--- config.mk ---
export PLATFORM = sky130hd
export DESIGN_NAME = btb_update_unit
export DESIGN_NICKNAME = d
export VERILOG_FILES = /design/src/rtl/btb_update_unit_pkg.sv /design/src/rtl/btb_pred_queue.sv /design/src/rtl/btb_update_unit.sv
export SDC_FILE = /design/constraint.sdc
export NUM_CORES = 1
export LEC_CHECK = 0
export CAP_MARGIN = 20
export CELL_PAD_IN_SITES_DETAIL_PLACEMENT = 0
export CELL_PAD_IN_SITES_GLOBAL_PLACEMENT = 2
export CORE_UTILIZATION = 42
export DETAILED_ROUTE_END_ITERATION = 12
export PLACE_DENSITY = 0.95
export SYNTH_ARGS = -nofsm -noshare
export SYNTH_HDL_FRONTEND = slang
export SYNTH_SLANG_ARGS = --single-unit
--- constraint.sdc ---
create_clock -name clk -period 8.2 [get_ports clk]
set_clock_uncertainty 0.2 [all_clocks]
set_input_delay 1.64 -clock clk [delete_from_list [all_inputs] [get_ports clk]]
set_output_delay 1.64 -clock clk [all_outputs]
set_load 0.05 [all_outputs]
--- src/rtl/btb_update_unit_pkg.sv ---
// Shared types for the BTB update path: the LC-3b word, the per-branch
// prediction record and the RUN/FLUSH state encoding.
package btb_update_unit_pkg;

    typedef logic [15:0] lc3b_word;

    localparam int BTB_UPD_DEPTH = 4;

    typedef struct packed {
        lc3b_word pc;
        logic     hit;
        lc3b_word pred_pc;
    } lc3b_btb_rec;

    typedef enum logic {
        ST_RUN   = 1'b0,
        ST_FLUSH = 1'b1
    } btb_upd_state_t;

    function automatic lc3b_word fallthrough(input lc3b_word pc);
        return pc + 16'd2;
    endfunction

endpackage

--- src/rtl/btb_pred_queue.sv ---
// In-order circular FIFO of branch prediction records. Flush empties the
// queue and takes priority over a simultaneous push or pop.
module btb_pred_queue
    import btb_update_unit_pkg::*;
#(
    parameter int DEPTH = BTB_UPD_DEPTH,
    localparam int AW   = $clog2(DEPTH)
) (
    input  logic        clk,
    input  logic        rst,
    input  logic        i_push,
    input  lc3b_btb_rec i_push_rec,
    input  logic        i_pop,
    input  logic        i_flush,
    output lc3b_btb_rec o_head_rec,
    output logic [AW:0] o_count
);

    lc3b_btb_rec   r_mem [DEPTH];
    logic [AW-1:0] r_head;
    logic [AW-1:0] r_tail;
    logic [AW:0]   r_count;
    logic          w_push;

    assign w_push = i_push && !i_flush;

    always_ff @(posedge clk) begin
        if (rst) begin
            r_head  <= '0;
            r_tail  <= '0;
            r_count <= '0;
        end else if (i_flush) begin
            r_head  <= r_tail;
            r_count <= '0;
        end else begin
            if (w_push) r_tail <= r_tail + AW'(1);
            if (i_pop)  r_head <= r_head + AW'(1);
            r_count <= r_count + (AW+1)'(w_push) - (AW+1)'(i_pop);
        end
    end

    // Storage needs no reset; validity is tracked entirely by r_count.
    always_ff @(posedge clk) begin
        if (w_push) r_mem[r_tail] <= i_push_rec;
    end

    assign o_head_rec = r_mem[r_head];
    assign o_count    = r_count;

endmodule

--- src/rtl/btb_update_unit.sv ---
// Resolves in-flight branch predictions, drives BTB writes and fetch redirects.
// Optional BTB_UPDATE_STATS_EN adds saturating branch/mispredict counters.
//
// state    | meaning
// ST_RUN   | normal operation, decode may enqueue
// ST_FLUSH | post-redirect bubble, enqueue blocked for FLUSH_CYCLES cycles
module btb_update_unit
    import btb_update_unit_pkg::*;
#(
    parameter int DEPTH        = BTB_UPD_DEPTH,
    parameter int FLUSH_CYCLES = 2
) (
    input  logic     clk,
    input  logic     rst,
    input  logic     enq_valid,
    input  lc3b_word enq_pc,
    input  logic     enq_hit,
    input  lc3b_word enq_pred_pc,
    output logic     enq_ready,
    input  logic     res_valid,
    input  logic     res_taken,
    input  lc3b_word res_target,
    output logic     btb_write,
    output logic     btb_taken,
    output lc3b_word btb_write_pc,
    output lc3b_word btb_write_data,
    output logic     redirect_valid,
    output lc3b_word redirect_pc,
    output logic     res_underflow
`ifdef BTB_UPDATE_STATS_EN
    ,
    output logic [15:0] branch_count,
    output logic [15:0] mispredict_count
`endif
);

    localparam int          AW   = $clog2(DEPTH);
    localparam int          FCW  = $clog2(FLUSH_CYCLES + 1);
    localparam logic [AW:0] FULL = (AW+1)'(DEPTH);

    btb_upd_state_t r_state, w_state_nxt;
    logic [FCW-1:0] r_flush_cnt, w_flush_cnt_nxt;

    lc3b_btb_rec w_head;
    lc3b_btb_rec w_enq_rec;
    logic [AW:0] w_count;
    logic        w_pop, w_misp, w_upd, w_push;

    logic     r_btb_write, r_redirect_valid, r_underflow;
    lc3b_word r_btb_pc, r_btb_data, r_redirect_pc;

    assign w_enq_rec = '{pc: enq_pc, hit: enq_hit, pred_pc: enq_pred_pc};

    assign enq_ready = (r_state == ST_RUN) && ((w_count < FULL) || res_valid);
    assign w_pop     = res_valid && (w_count != '0);
    assign w_misp    = w_pop && ((w_head.hit != res_taken) ||
                                 (w_head.hit && res_taken && w_head.pred_pc != res_target));
    assign w_upd     = w_pop && res_taken && (!w_head.hit || w_head.pred_pc != res_target);
    // A mispredict makes any same-cycle enqueue wrong-path; the flush drops it.
    assign w_push    = enq_valid && enq_ready;

    btb_pred_queue #(.DEPTH(DEPTH)) u_queue (
        .clk        (clk),
        .rst        (rst),
        .i_push     (w_push),
        .i_push_rec (w_enq_rec),
        .i_pop      (w_pop),
        .i_flush    (w_misp),
        .o_head_rec (w_head),
        .o_count    (w_count)
    );

    always_ff @(posedge clk) begin
        if (rst) begin
            r_state     <= ST_RUN;
            r_flush_cnt <= '0;
        end else begin
            r_state     <= w_state_nxt;
            r_flush_cnt <= w_flush_cnt_nxt;
        end
    end

    always_comb begin
        w_state_nxt     = r_state;
        w_flush_cnt_nxt = r_flush_cnt;
        if (w_misp) begin
            w_state_nxt     = ST_FLUSH;
            w_flush_cnt_nxt = FCW'(FLUSH_CYCLES - 1);
        end else if (r_state == ST_FLUSH) begin
            if (r_flush_cnt == '0) w_state_nxt = ST_RUN;
            else                   w_flush_cnt_nxt = r_flush_cnt - FCW'(1);
        end
    end

    always_ff @(posedge clk) begin
        if (rst) begin
            r_btb_write      <= 1'b0;
            r_btb_pc         <= '0;
            r_btb_data       <= '0;
            r_redirect_valid <= 1'b0;
            r_redirect_pc    <= '0;
            r_underflow      <= 1'b0;
        end else begin
            r_btb_write      <= w_upd;
            r_btb_pc         <= w_upd ? w_head.pc : '0;
            r_btb_data       <= w_upd ? res_target : '0;
            r_redirect_valid <= w_misp;
            r_redirect_pc    <= w_misp ? (res_taken ? res_target : fallthrough(w_head.pc)) : '0;
            if (res_valid && (w_count == '0)) r_underflow <= 1'b1;
        end
    end

    assign btb_write      = r_btb_write;
    assign btb_taken      = r_btb_write;
    assign btb_write_pc   = r_btb_pc;
    assign btb_write_data = r_btb_data;
    assign redirect_valid = r_redirect_valid;
    assign redirect_pc    = r_redirect_pc;
    assign res_underflow  = r_underflow;

`ifdef BTB_UPDATE_STATS_EN
    logic [15:0] r_branch_count, r_mispredict_count;

    always_ff @(posedge clk) begin
        if (rst) begin
            r_branch_count     <= '0;
            r_mispredict_count <= '0;
        end else begin
            if (w_pop && r_branch_count != 16'hFFFF)
                r_branch_count <= r_branch_count + 16'd1;
            if (w_misp && r_mispredict_count != 16'hFFFF)
                r_mispredict_count <= r_mispredict_count + 16'd1;
        end
    end

    assign branch_count     = r_branch_count;
    assign mispredict_count = r_mispredict_count;
`endif

endmodule

==> run_results.csv <==
group,metric,value,unit
critical_path,max_stage_delay,830,ps
critical_path,crit_required,6360,ps
placed_design,place_ws,3150,ps
yosys,synth.mux.area_fraction,11.1,%
clock_network,cts_htree_levels,4,
route,vias_per_cell,5.04,
yosys,yosysUniqueCellTypes,38,
yosys,yosys-top-cells-area,"edfxtp_1, dfxtp_1, mux4_2, and2_1, xnor2_1",
die,die_w,135,um
timing,slew_headroom,40.9,%
yosys,ys_warn_count,0,
placed_design,placedInstanceArea,0.00864,mm^2
yosys,synthMostInstantiatedCell,"edfxtp_1",
critical_path,worst_setup_path_start_kind,"input pin",
timing,fmax,198,MHz
critical_path,cp_max_fo,3,
yosys,synth-xor-area-share,3.68,%
power_and_ir_drop,power_density,295,mW/mm^2
yosys,yosys-top-cells-count,"edfxtp_1, dfxtp_1, and2_1, mux4_2, nor2_1",
global_route,grt_pass1_wl,23.3,mm
finish,syn2layout_area_growth,25.4,%
route,drt-initial-drc-count,234,
route,dr_wl_met3,719,um
critical_path,worstPathArrival,3210,ps
critical_path,critPathKind,"in2out",
min_path,hold_class,"reg2reg",
timing,setup_viol,0,
yosys,synth_area,0.00737,mm^2
clock_network,root_buffer,"clkbuf_16",
yosys,syn_area_per_cell,16.6,um^2
yosys,synth_nets,507,
placed_design,gp_congestion,0.748,
critical_path,regToRegEndpoint,"u_queue.o_count[2]$_SDFF_PP0_",
job,cap_viol_max_count,0,
yosys,synth_compound_area_share,2.41,%
route,routedWlPerCell,18.7,um
power_and_ir_drop,p_total,2.73,mW
route,dr.max_layer_used,"met4",
global_route,grt_pass1_vias,4167,
min_path,min_to,"res_underflow$_SDFFE_PP0P_",
placed_design,place_hpwl,9.68,mm
clock_network,post_cts_resized,0,
global_route,grt-ovfl-total,0,
yosys,yosys.area_share.simple,7.62,%
yosys,synth.top_cell.area_share,53.7,%
critical_path,critPathCaptureType,"primary output",
die,die_area,0.0181,mm^2
clock_network,clockBufferDepth,2,
yosys,yosysSeqAreaShare,70.9,%
yosys,synth-seq-cells,195,
critical_path,cp_common_cell,"clkdlybuf4s50_1",
timing,tns,0,ps
global_route,antenna_found_initial,1,
timing,finalCritPeriodShare,61.6,%
clock_network,ctsHoldBuffers,0,
critical_path,reg2reg_depth,13,
route,detail_route.wirelength,14.9,mm
die,die_h,135,um
finish,fin_nets,621,
timing,hold_viol,0,
yosys,synth_edf_count,132,
min_path,hold_depth,2,
yosys,async_reset_ff_share,0,%
min_path,min_from,"res_underflow$_SDFFE_PP0P_",
finish,fin_area,0.00925,mm^2
die,io_pins,107,
clock_network,cts.sinks,195,
timing,fin_crit,5050,ps
route,ant_nets,0,
power_and_ir_drop,p_leak,3.11,nW
timing,rsz0062_at_grt,"no",
timing,setup_slack,3150,ps
placed_design,placedCellCount,763,
critical_path,cp_slowest_cell,"clkdlybuf4s50_1",
critical_path,cp-startpoint,"res_valid",
finish,fin_cells,796,
clock_network,path_clk_slew,60,ps
run_status,status,"completed",
clock_network,cts_made_buffers,17,
clock_network,tritoncts,"yes",
route,met1Wirelength,6.67,mm
global_route,grt_usage,17.9,%
yosys,synthFlopType,"edfxtp_1",
route,dr.pass1.iters,5,
yosys,yosys.area_share.adder,1.80,%
yosys,synth_area_leader_cell,"edfxtp_1",
yosys,syn_inst,443,
critical_path,reg2reg_slack,4020,ps
placed_design,port_buffers,106,
route,dr_wl_met2,7.26,mm
timing,worst_pin_slew,883,ps
die,core_area,0.0172,mm^2
clock_network,clock_latency,430,ps
route,via_count,4010,
die,rows,48,
clock_network,cts_setup_buffers,0,
finish,drive_gt1_share,12.3,%
power_and_ir_drop,ir_drop,0.160,mV
timing,maxSlewViolCount,0,
critical_path,crit_chain,"clkdlybuf4s50_1 > inv_1 > a21oi_1 > clkdlybuf4s50_1",
route,drt_drc_violations_left,0,
global_route,grt_max_degree,34,
yosys,synth_top_family_by_area,"multiplexers",
die,initial_core_util,42.8,%
[worst max-delay path: cells and delay by family]
family	cells	cell delay, ps
buffers and inverters	3	1390
AO/OA/AOI/OAI	1	180
[placed cells by master (no fill, tap or decap), drive strengths merged, types with 9 or more instances in the layout]
cell type | synthesis | layout
a21oi | 20 | 20
and2 | 36 | 36
clkbuf | 5 | 20
clkdlybuf4s50 | 0 | 106
dfxtp | 63 | 63
edfxtp | 132 | 132
ha | 9 | 9
inv | 13 | 14
mux4 | 33 | 33
nand2 | 17 | 17
nor2 | 26 | 26
xnor2 | 25 | 25
[area by class of cell]
cell class	instances	area, um^2
clock buffer	20	447
timing repair buffer	113	1110
inverter	14	52.6
tap	225	282
multi-input combinational	216	1970
clock inverter	12	156
antenna	1	2.50
fill	1337	7990
sequential	195	5230
[metal layers]
layer	global-route usage, %	vias up
li1	-	1875
met1	22.8	2009
met2	28.9	112
met3	5.22	14
met4	7.24	0
met5	0	-
[flip-flops by register name, summed over array words and instances, names as in the netlist, 2 cells and up, named ones only]
name,cells
u_queue.r_mem,132
btb_write_data,16
btb_write_pc,16
redirect_pc,16
u_queue.o_count,3
r_flush_cnt,2
u_queue.r_head,2
u_queue.r_tail,2
[stage by stage]
stage	hold WS, ps	util [%]
3_3_place_gp	255	50.1
4_1_cts	286	53.6
2_1_floorplan	263	-
5_1_grt	308	53.6
6_report	277	53.6
3_5_place_dp	270	50.1
[kinds of logic (layout without fill, tap and decap cells)]
family	Yosys count	in the layout
simple gates	106	106
fa+ha+maj	10	10
compound gates	30	30
xor+xnor	31	31
mux	39	39
buf+inv	32	159
flops	195	195
other cells	0	1
[power breakdown]
part	internal [mW]	leakage [nW]	switching (mW)	total, mW
registers	1.19	1.72	0.0350	1.22
logic	0.274	1.11	0.393	0.667
clock network	0.488	0.279	0.347	0.835
total	1.95	3.11	0.776	2.73
[worst max-delay path by stage]
stage	cells past startpoint	to	slack, ps
5_1_grt	4	enq_ready	3100
3_5_place_dp	4	enq_ready	3150
2_1_floorplan	7	u_queue.r_mem[0][0]$_DFFE_PP_	3800
6_report	4	enq_ready	3150
4_1_cts	4	enq_ready	3140
3_3_place_gp	4	enq_ready	3180
Power figures use the tool's default switching activity.
